**src/rtl/game_phys_pkg.sv**
```systemverilog
// Shared fixed-point widths, FSM state codes and helpers for the player physics block.
package game_phys_pkg;

  localparam int FRAC_BITS = 4;
  localparam int ROW_W     = 10;
  localparam int VEL_W     = 12;
  localparam int POS_W     = 1 + ROW_W + FRAC_BITS;

  localparam logic [1:0] GROUNDED = 2'd0;
  localparam logic [1:0] RISING   = 2'd1;
  localparam logic [1:0] FALLING  = 2'd2;

  typedef logic signed [POS_W-1:0] pos_t;
  typedef logic signed [VEL_W-1:0] vel_t;

  function automatic pos_t row_to_pos(input logic [ROW_W-1:0] row);
    return {1'b0, row, {FRAC_BITS{1'b0}}};
  endfunction

endpackage

```
**src/rtl/player_jump_physics_if.sv**
```systemverilog
// Bundle between the VGA timing / input side and the player physics block.
interface player_jump_physics_if;
  import game_phys_pkg::*;

  logic [ROW_W-1:0] hcount;
  logic [ROW_W-1:0] vcount;
  logic             jump_btn;
  logic             enable;
  logic [ROW_W-1:0] player_y;
  logic             airborne;
  logic             land_pulse;
  logic             frame_tick;

  modport master (
    output hcount, vcount, jump_btn, enable,
    input  player_y, airborne, land_pulse, frame_tick
  );

  modport slave (
    input  hcount, vcount, jump_btn, enable,
    output player_y, airborne, land_pulse, frame_tick
  );

endinterface

```
**src/rtl/player_jump_physics_btn_sync_edge.sv**
```systemverilog
// Two-flop synchroniser for an asynchronous button followed by a rising-edge pulse.
module btn_sync_edge (
  input  logic clk,
  input  logic rst_n,
  input  logic btn_async,
  output logic rise_pulse
);

  logic sync1_q, sync1_d;
  logic sync2_q, sync2_d;
  logic prev_q, prev_d;

  always_comb begin
    sync1_d = btn_async;
    sync2_d = sync1_q;
    prev_d  = sync2_q;
  end

  always_ff @(posedge clk) begin
    if (!rst_n) begin
      sync1_q <= 1'b0;
      sync2_q <= 1'b0;
      prev_q  <= 1'b0;
    end else begin
      sync1_q <= sync1_d;
      sync2_q <= sync2_d;
      prev_q  <= prev_d;
    end
  end

  assign rise_pulse = sync2_q & ~prev_q;

endmodule

```
**src/rtl/player_jump_physics.sv**
```systemverilog
// Player vertical motion: jump on button, Q.4 gravity, updated once per frame in vblank.
module player_jump_physics
  import game_phys_pkg::*;
#(
  parameter logic [ROW_W-1:0] GROUND_Y  = 10'd344,
  parameter logic [ROW_W-1:0] CEIL_Y    = 10'd0,
  parameter logic [VEL_W-1:0] JUMP_VEL  = 12'd160,
  parameter logic [VEL_W-1:0] GRAVITY   = 12'd8,
  parameter logic [VEL_W-1:0] MAX_FALL  = 12'd192,
  parameter logic [ROW_W-1:0] TICK_LINE = 10'd480
) (
  input logic                  pix_clk,
  input logic                  rst_n,
  player_jump_physics_if.slave bus
);

  localparam pos_t GROUND_POS   = row_to_pos(GROUND_Y);
  localparam pos_t CEIL_POS     = row_to_pos(CEIL_Y);
  localparam vel_t LAUNCH_VEL   = vel_t'(12'd0 - JUMP_VEL);
  localparam vel_t GRAV_VEL     = vel_t'(GRAVITY);
  localparam vel_t MAX_FALL_VEL = vel_t'(MAX_FALL);

  logic             btn_edge;
  logic [1:0]       state_q, state_d;
  pos_t             pos_q, pos_d;
  vel_t             vel_q, vel_d;
  logic             pending_q, pending_d;
  logic             frame_tick_q, frame_tick_d;
  logic             land_q, land_d;
  logic [ROW_W-1:0] player_y_q, player_y_d;
  pos_t             vel_ext;
  pos_t             pos_step;
  vel_t             vel_grav;

  btn_sync_edge u_jump_sync (
    .clk        (pix_clk),
    .rst_n      (rst_n),
    .btn_async  (bus.jump_btn),
    .rise_pulse (btn_edge)
  );

  assign vel_ext  = {{(POS_W-VEL_W){vel_q[VEL_W-1]}}, vel_q};
  assign pos_step = pos_q + vel_ext;
  assign vel_grav = vel_q + GRAV_VEL;

  // frame_tick_q marks the tick cycle; an edge arriving in that same cycle still launches.
  always_comb begin
    state_d      = state_q;
    pos_d        = pos_q;
    vel_d        = vel_q;
    land_d       = 1'b0;
    pending_d    = pending_q | btn_edge;
    frame_tick_d = (bus.hcount == '0) && (bus.vcount == TICK_LINE);

    if (frame_tick_q) begin
      pending_d = 1'b0;
    end

    if (state_q != GROUNDED && state_q != RISING && state_q != FALLING) begin
      state_d = GROUNDED;
      pos_d   = GROUND_POS;
      vel_d   = '0;
    end else if (frame_tick_q && bus.enable) begin
      case (state_q)
        GROUNDED: begin
          if (pending_q | btn_edge) begin
            vel_d   = LAUNCH_VEL;
            state_d = RISING;
          end
        end
        RISING: begin
          pos_d = pos_step;
          vel_d = vel_grav;
          if (!vel_grav[VEL_W-1]) begin
            state_d = FALLING;
          end
          if (pos_step < CEIL_POS) begin
            pos_d   = CEIL_POS;
            vel_d   = '0;
            state_d = FALLING;
          end
        end
        FALLING: begin
          pos_d = pos_step;
          vel_d = (vel_grav > MAX_FALL_VEL) ? MAX_FALL_VEL : vel_grav;
          if (pos_step >= GROUND_POS) begin
            pos_d   = GROUND_POS;
            vel_d   = '0;
            state_d = GROUNDED;
            land_d  = 1'b1;
          end
        end
        default: state_d = GROUNDED;
      endcase
    end

    player_y_d = pos_d[FRAC_BITS +: ROW_W];
  end

  always_ff @(posedge pix_clk) begin
    if (!rst_n) begin
      state_q      <= GROUNDED;
      pos_q        <= GROUND_POS;
      vel_q        <= '0;
      pending_q    <= 1'b0;
      frame_tick_q <= 1'b0;
      land_q       <= 1'b0;
      player_y_q   <= GROUND_Y;
    end else begin
      state_q      <= state_d;
      pos_q        <= pos_d;
      vel_q        <= vel_d;
      pending_q    <= pending_d;
      frame_tick_q <= frame_tick_d;
      land_q       <= land_d;
      player_y_q   <= player_y_d;
    end
  end

  assign bus.player_y   = player_y_q;
  assign bus.airborne   = (state_q == RISING) || (state_q == FALLING);
  assign bus.land_pulse = land_q;
  assign bus.frame_tick = frame_tick_q;

endmodule

```
**src/flat_wrapper.sv**
```systemverilog
// flat-port wrapper written by rule: the top's interface ports become plain ports
module player_jump_physics_flat import game_phys_pkg::*;
#(
  parameter logic [ROW_W-1:0] GROUND_Y  = 10'd344,
  parameter logic [ROW_W-1:0] CEIL_Y    = 10'd0,
  parameter logic [VEL_W-1:0] JUMP_VEL  = 12'd160,
  parameter logic [VEL_W-1:0] GRAVITY   = 12'd8,
  parameter logic [VEL_W-1:0] MAX_FALL  = 12'd192,
  parameter logic [ROW_W-1:0] TICK_LINE = 10'd480
)
  (pix_clk, rst_n, bus_hcount, bus_vcount, bus_jump_btn, bus_enable, bus_player_y, bus_airborne, bus_land_pulse, bus_frame_tick);
  player_jump_physics_if bus_i ();
  input logic pix_clk;
  input logic rst_n;
  input wire logic [$bits(bus_i.hcount)-1:0] bus_hcount;
  input wire logic [$bits(bus_i.vcount)-1:0] bus_vcount;
  input wire logic [$bits(bus_i.jump_btn)-1:0] bus_jump_btn;
  input wire logic [$bits(bus_i.enable)-1:0] bus_enable;
  output wire logic [$bits(bus_i.player_y)-1:0] bus_player_y;
  output wire logic [$bits(bus_i.airborne)-1:0] bus_airborne;
  output wire logic [$bits(bus_i.land_pulse)-1:0] bus_land_pulse;
  output wire logic [$bits(bus_i.frame_tick)-1:0] bus_frame_tick;
  assign bus_i.hcount = bus_hcount;
  assign bus_i.vcount = bus_vcount;
  assign bus_i.jump_btn = bus_jump_btn;
  assign bus_i.enable = bus_enable;
  assign bus_player_y = bus_i.player_y;
  assign bus_airborne = bus_i.airborne;
  assign bus_land_pulse = bus_i.land_pulse;
  assign bus_frame_tick = bus_i.frame_tick;
  player_jump_physics #(.GROUND_Y(GROUND_Y), .CEIL_Y(CEIL_Y), .JUMP_VEL(JUMP_VEL), .GRAVITY(GRAVITY), .MAX_FALL(MAX_FALL), .TICK_LINE(TICK_LINE)) u_core (.pix_clk(pix_clk), .rst_n(rst_n), .bus(bus_i));
endmodule
```
**config.mk**
```make
export PLATFORM = sky130hd
export DESIGN_NAME = player_jump_physics_flat
export DESIGN_NICKNAME = d
export VERILOG_FILES = /design/src/rtl/game_phys_pkg.sv /design/src/rtl/player_jump_physics_if.sv /design/src/rtl/player_jump_physics_btn_sync_edge.sv /design/src/rtl/player_jump_physics.sv /design/src/flat_wrapper.sv
export SDC_FILE = /design/constraint.sdc
export NUM_CORES = 1
export LEC_CHECK = 0
export CORE_UTILIZATION = 57
export CTS_CLUSTER_DIAMETER = 40
export DETAILED_ROUTE_END_ITERATION = 7
export PLACE_DENSITY_LB_ADDON = 0.12
export SYNTH_ARGS = -nofsm -noshare
export SYNTH_HDL_FRONTEND = slang
export SYNTH_SLANG_ARGS = --single-unit
```
**constraint.sdc**
```tcl
create_clock -name pix_clk -period 4.2 [get_ports pix_clk]
set_clock_uncertainty 0.05 [all_clocks]
set_input_delay 1.26 -clock pix_clk [delete_from_list [all_inputs] [get_ports pix_clk]]
set_output_delay 1.26 -clock pix_clk [all_outputs]
set_load 0.1 [all_outputs]
```
==> flow_summary.ini, run 1 <==
[global_route]
grt_usage_pct = 28.8
grt_overflow = 0
first_global_vias = 2054
grt_max_degree = 15
grt_pass1_wl_um = 9140
antenna_found_initial = 0

[die]
fp.dieW_um = 63.8
core_um2 = 3660
initial_core_util_pct = 59.4
rows = 22
dieHeight_um = 63.8
ios = 37
dieArea_um2 = 4060

[logic_synthesis]
avgSynthCellArea_um2 = 8.20
synth-edff-count = 0
yosysSeqAreaShare_pct = 26.7
yosysWarnings = 0
synthArstFlopShare_pct = 0
netlist_area_um2 = 2170
synthDistinctLibCells = 51
netlist_instances = 265
synth_seq_cells = 29
synth_nets = 306
synthFlopType = dfxtp_1

[sta]
worst_pin_slew_ps = 984
tns_ps = 0
hold_viol_final = 0
period_needed_ps = 3180
maxSlewHeadroom_pct = 34.2
setup_viol = 0
holdWs_ps = 411
clock.fmax_mhz = 315
finalCritPeriodShare_pct = 75.6
rsz0062_at_grt = false
slew_viol_final = 0

[critical_path]
start_kind = flip-flop
critPathMaxStageDelay_ps = 1170
cp.required_ps = 2890
crit_type = reg2out
r2r_start = u_core.vel_q[11]
path_depth = 1
path_buf_inv = 1
rr_worst_depth = 9
crit_slowest_cell = clkdlybuf4s50_1
crit_family = buffers and inverters
cp_cell_sequence = clkdlybuf4s50_1
rrSetupSlack_ps = 1350
cp-endpoint = bus_frame_tick
r2r-end = u_core.pos_q[13]
crit_fanout = 6
end_kind = output port
critPathLaunch = u_core.bus.frame_tick
critPathArrivalTime_ps = 1870

[pwr]
power.total_mw = 0.562
power_leakage_nw = 0.986
vdd_ir_drop_max_v = 0.000217
p_per_area_nw_per_um2 = 217

[place]
dp.cells = 334
dpl-instance-area_um2 = 2490
port_buffers = 36
gp_congestion = 0.890
dp_hpwl_um = 4000

[worst_hold_path]
hold_class = reg2reg

[drt]
viasPerCell = 6.15
routed_wl_um = 5210
route.detailed.drc = 0
dr.first_iter.drc_count = 190
dr.pass1.iters = 4
ant_nets = 0
num_vias = 2103
wl_per_cell_um = 15.2

[cells_and_area]
nFillCells = 290
syn2layout_area_growth_pct = 19.3
final_cell_area_um2 = 2590
final_cell_mix = 35 x clkdlybuf4s50_1, 29 x dfxtp_1, 23 x a21oi_1
layout_commonest_cell = clkdlybuf4s50_1
antenna_cells = 0
final_nets = 334
drive_above_1_share_pct = 8.50
fin_cells = 342

[clocking]
cts_setup_buffers = 0
post_cts_resized = 0
cts_hold_buf = 0
clkTransAtPathRegs_ps = 60
clk_latency_ps = 280
numCtsBuffers = 5
cts_root_buffer = clkbuf_8
h-tree-depth = 2
cts_tree = yes
cts_buffer_depth = 2
clock_sinks = 29

[flow_run]
max_cap_viol_count = 0

[outcome]
status = complete, no violations
-- how the worst min path moves through the flow --
stage,startpoint,end,slack (ps),cells past startpoint
after floorplan,u_core.u_jump_sync.sync1_q,u_core.u_jump_sync.prev_d,360,1
after global placement,u_core.u_jump_sync.sync1_q,u_core.u_jump_sync.prev_d,370,1
after detailed placement,u_core.u_jump_sync.sync1_q,u_core.u_jump_sync.prev_d,380,1
after CTS,u_core.u_jump_sync.sync1_q,u_core.u_jump_sync.prev_d,420,1
after global routing,u_core.u_jump_sync.sync1_q,u_core.u_jump_sync.prev_d,430,1
final,u_core.u_jump_sync.sync1_q,u_core.u_jump_sync.prev_d,410,1
-- registers in the layout, summed over array words and instances (netlist names) --
signal and count:
u_core.pending_q 1, u_core.state_q 2, u_core.vel_q 9, u_core.u_jump_sync.sync1_q 1, u_core.u_jump_sync.prev_d 1, u_core.u_jump_sync.prev_q 1, u_core.pos_q 12, u_core.bus.land_pulse 1
u_core.bus.frame_tick 1
-- routing by layer --
layer,vias to the layer above,GRT usage [%],share of wire [%]
met5,-,0,0
met4,0,12.2,3.0
met3,14,5.71,4.1
met2,63,49.1,47
met1,984,34.9,46
li1,1042,-,-
-- layout make-up --
type,instances,area (um^2),share of cell area [%]
multi-input cells,209,1450,55.7
flip-flops and latches,29,581,22.4
repair buffers,37,365,14.1
clock buffers,7,96.3,3.71
well taps,48,60.1,2.32
inverters,11,41.3,1.59
clock inverters,1,5.00,0.193
-- metrics by stage --
stage	setup slack, ps	utilization, %
after detailed placement	1120	68.1
after global placement	1130	68.1
after global routing	961	70.8
after CTS	1020	70.8
after floorplan	1590	-
final	1020	70.8
-- cells by family (layout without fill, tap and decap cells) --
kind of cell | after synthesis | in the layout | share of synthesized area, %
and+or+nand+nor | 93 | 93 | 22.8
DFF | 29 | 29 | 26.7
AOI/OAI and AO/OA | 87 | 87 | 28.2
xor gates and xnor gates | 11 | 11 | 5.30
adders and majority gates | 17 | 17 | 9.79
buffers and inverters | 27 | 56 | 6.79
muxes | 1 | 1 | 0.461
-- where the power goes --
group,total (mW),leakage [nW],switching (mW),internal [mW]
clock network,0.253,0.0542,0.105,0.148
registers,0.277,0.234,0.000582,0.277
logic,0.0323,0.698,0.0105,0.0218
total,0.562,0.986,0.116,0.446
-- synthesized netlist by cell type, types with 4 or more instances --
cell      number  area [um^2]
a21o_1         5         37.5
nand2b_1       4         25.0
nor3_1        12         60.1
a221o_1        4         40.0
buf_4         12         90.1
ha_1          17          213
nand4_1        8         50.1
xor2_1         5         43.8
nand2_1       20         75.1
nor2_1        12         45.0
o21ai_0       11         55.1
nand3_1       11         55.1
dfxtp_1       29          581
a22o_1         8         70.1
a21oi_1       23          115
o21ai_1        4         20.0
o22ai_1        4         25.0
inv_1         11         41.3
and2_1         7         43.8
xnor2_1        5         43.8
No activity file was read; power rests on OpenSTA's default activity.
==> run 2: changes to the inputs <==
--- a/config.mk
+++ b/config.mk
@@ -5,7 +5,7 @@
 export SDC_FILE = /design/constraint.sdc
 export NUM_CORES = 1
 export LEC_CHECK = 0
-export CORE_UTILIZATION = 57
+export CORE_UTILIZATION = 48
 export CTS_CLUSTER_DIAMETER = 40
 export DETAILED_ROUTE_END_ITERATION = 7
 export PLACE_DENSITY_LB_ADDON = 0.12
==> constraint.sdc (replaced) <==
create_clock -name pix_clk -period 2.7 [get_ports pix_clk]
set_clock_uncertainty 0.05 [all_clocks]
set_input_delay 0.81 -clock pix_clk [delete_from_list [all_inputs] [get_ports pix_clk]]
set_output_delay 0.81 -clock pix_clk [all_outputs]
set_load 0.1 [all_outputs]
==> run 2 against run 1 <==
  * Sequential power rose by 56%
  * Non-clock buffer count rose by 22
  * Via count rose by 4.0%
  * First-iteration DRC count fell by 29%
  * Combinational power rose by 67%
  * Critical endpoint is now u_core.pos_q[13]
==> flow_summary.ini, run 2 (synthesis gave the netlist of run 1 again) <==
[global_route]
grt_pass1_wl_um = 9430
antenna_found_initial = 0
grt_overflow = 0
first_global_vias = 2036
grt_max_degree = 13
grt_usage_pct = 23.9

[cells_and_area]
antenna_cells = 0
drive_above_1_share_pct = 20.6
top_regs = u_core.pos_q x12, u_core.vel_q x9, u_core.state_q x2
regArea_um2 = 582
syn2layout_area_growth_pct = 29.3
layout_commonest_cell = buf_4
largest_register_ffs = 12
fin_cells = 367
nFillCells = 391
regMostFlops = u_core.pos_q
final_nets = 356
final_cell_mix = 35 x buf_4, 28 x dfxtp_1, 23 x clkdlybuf4s50_1
multi_input_area_um2 = 1520

[critical_path]
crit_fanout = 7
rrSetupSlack_ps = 80
critPathMaxStageDelay_ps = 400
r2r_start = u_core.vel_q[8]
path_buf_inv = 0
crit_top_cell = nand4_1
r2r-end = u_core.pos_q[13]
crit_type = reg2reg
rr_worst_depth = 9
start_kind = flip-flop
critPathArrivalTime_ps = 2740
cp.required_ps = 2820
crit_slowest_cell = dfxtp_1
critPathLaunch = u_core.vel_q[8]
end_kind = flip-flop
crit_family = compound AO/OA/AOI/OAI gates
cp_cell_sequence = ha_2 -> a21oi_1 -> o221ai_1 -> xor2_1 -> o31ai_2 -> nand4_1 -> nand4_1 -> and3_4 -> a22o_1

[drt]
route.detailed.drc = 0
num_vias = 2188
dr.first_iter.drc_count = 135
dr.pass1.iters = 4
wl_per_cell_um = 15.4
routed_wl_um = 5660
ant_nets = 0
viasPerCell = 5.96

[clocking]
clock_sinks = 29
numCtsBuffers = 5
clk_latency_ps = 280
clkTransAtPathRegs_ps = 60
cts_root_buffer = clkbuf_8
cts_buffer_depth = 2
h-tree-depth = 2
cts_tree = yes
cts_hold_buf = 0

[pwr]
combPwrFrac_pct = 6.4
p_sw_mw = 0.178
p_seq_share_pct = 50.9
p_per_area_nw_per_um2 = 301
clkPwrFrac_pct = 42.7
power_leakage_nw = 1.11
switching_share_pct = 21.0
p_int_mw = 0.669
vdd_ir_drop_max_v = 0.000257

[worst_hold_path]
hold_depth = 1
min_from = u_core.u_jump_sync.sync1_q
hold_class = reg2reg
hold_end = u_core.u_jump_sync.prev_d

[sta]
slew_viol_final = 0
hold_viol_final = 0
maxSlewHeadroom_pct = 62.3
period_needed_ps = 2620
tns_ps = 0
clock.fmax_mhz = 381
worst_pin_slew_ps = 561
finalCritPeriodShare_pct = 97.1
setup_viol = 0

[outcome]
status = complete, no violations

[die]
fp.dieW_um = 69.3
dieArea_um2 = 4800
initial_core_util_pct = 49.9
dieHeight_um = 69.3
ios = 37
core_um2 = 4350
rows = 24

[place]
dp_hpwl_um = 4350
port_buffers = 36
dp.cells = 354
gp_congestion = 0.831

[flow_run]
max_cap_viol_count = 0
[run 2: cell types whose count changed in the layout (fill, tap and decap cells not counted), moves of 2 or more]
cell / previous run / this run
buf_4: 2 / 35
ha_4: 0 / 2
ha_1: 17 / 14
a211oi_2: 3 / 0
a211oi_4: 0 / 3
clkdlybuf4s50_1: 35 / 23
[run 2: area by class of cell]
type                            instances  area share (%)
Clock buffer                            7            3.07
Tap cell                               52            2.32
Timing Repair Buffer                   59            18.3
Sequential cell                        29            20.7
Multi-Input combinational cell        209            54.2
Inverter                               11            1.47
[run 2: power by group through the flow]
stage	sequential [mW]	clock, mW	combinational [mW]
floorplan	0.440	0	0.0129
global placement	0.441	0	0.0536
detailed placement	0.441	0	0.0542
CTS	0.431	0.366	0.0543
global route	0.431	0.386	0.0588
finish	0.431	0.362	0.0538
[run 2: how the worst max path moves through the flow]
stage | end | slack, ps | cells after the start
final | u_core.pos_q[13] | 80 | 9
after global routing | u_core.vel_q[4] | -4 | 10
after CTS | u_core.pos_q[4] | 40 | 9
after detailed placement | u_core.pos_q[4] | 80 | 9
after global placement | u_core.pos_q[11] | 150 | 9
after floorplan | u_core.vel_q[8] | 90 | 7
[run 2: repair_timing]
item	4_1_cts	5_1_grt
buffers inserted	0	6
gates resized for setup	0	12
endpoints found under the setup margin	0	20
[run 2: through the flow]
step / power, mW / area, um^2 / util, % / setup WS [ps] / hold WS, ps
finish: 0.847 / 2810 / 64.5 / 77.2 / 388
global route: 0.876 / 2810 / 64.5 / -4.30 / 404
CTS: 0.852 / 2690 / 61.7 / 44.8 / 393
detailed placement: 0.495 / 2600 / 59.7 / 83.6 / 378
global placement: 0.494 / 2600 / 59.7 / 148 / 365
floorplan: 0.453 / 2170 / - / 93.1 / 362
[run 2: per-layer routing]
metal | vias to the layer above | GRT usage (%) | wire [um]
met5 | - | 0 | 0
met2 | 71 | 39.6 | 2710
met3 | 4 | 5.23 | 292
met4 | 0 | 4.99 | 33
li1 | 1077 | - | -
met1 | 1036 | 32.0 | 2620
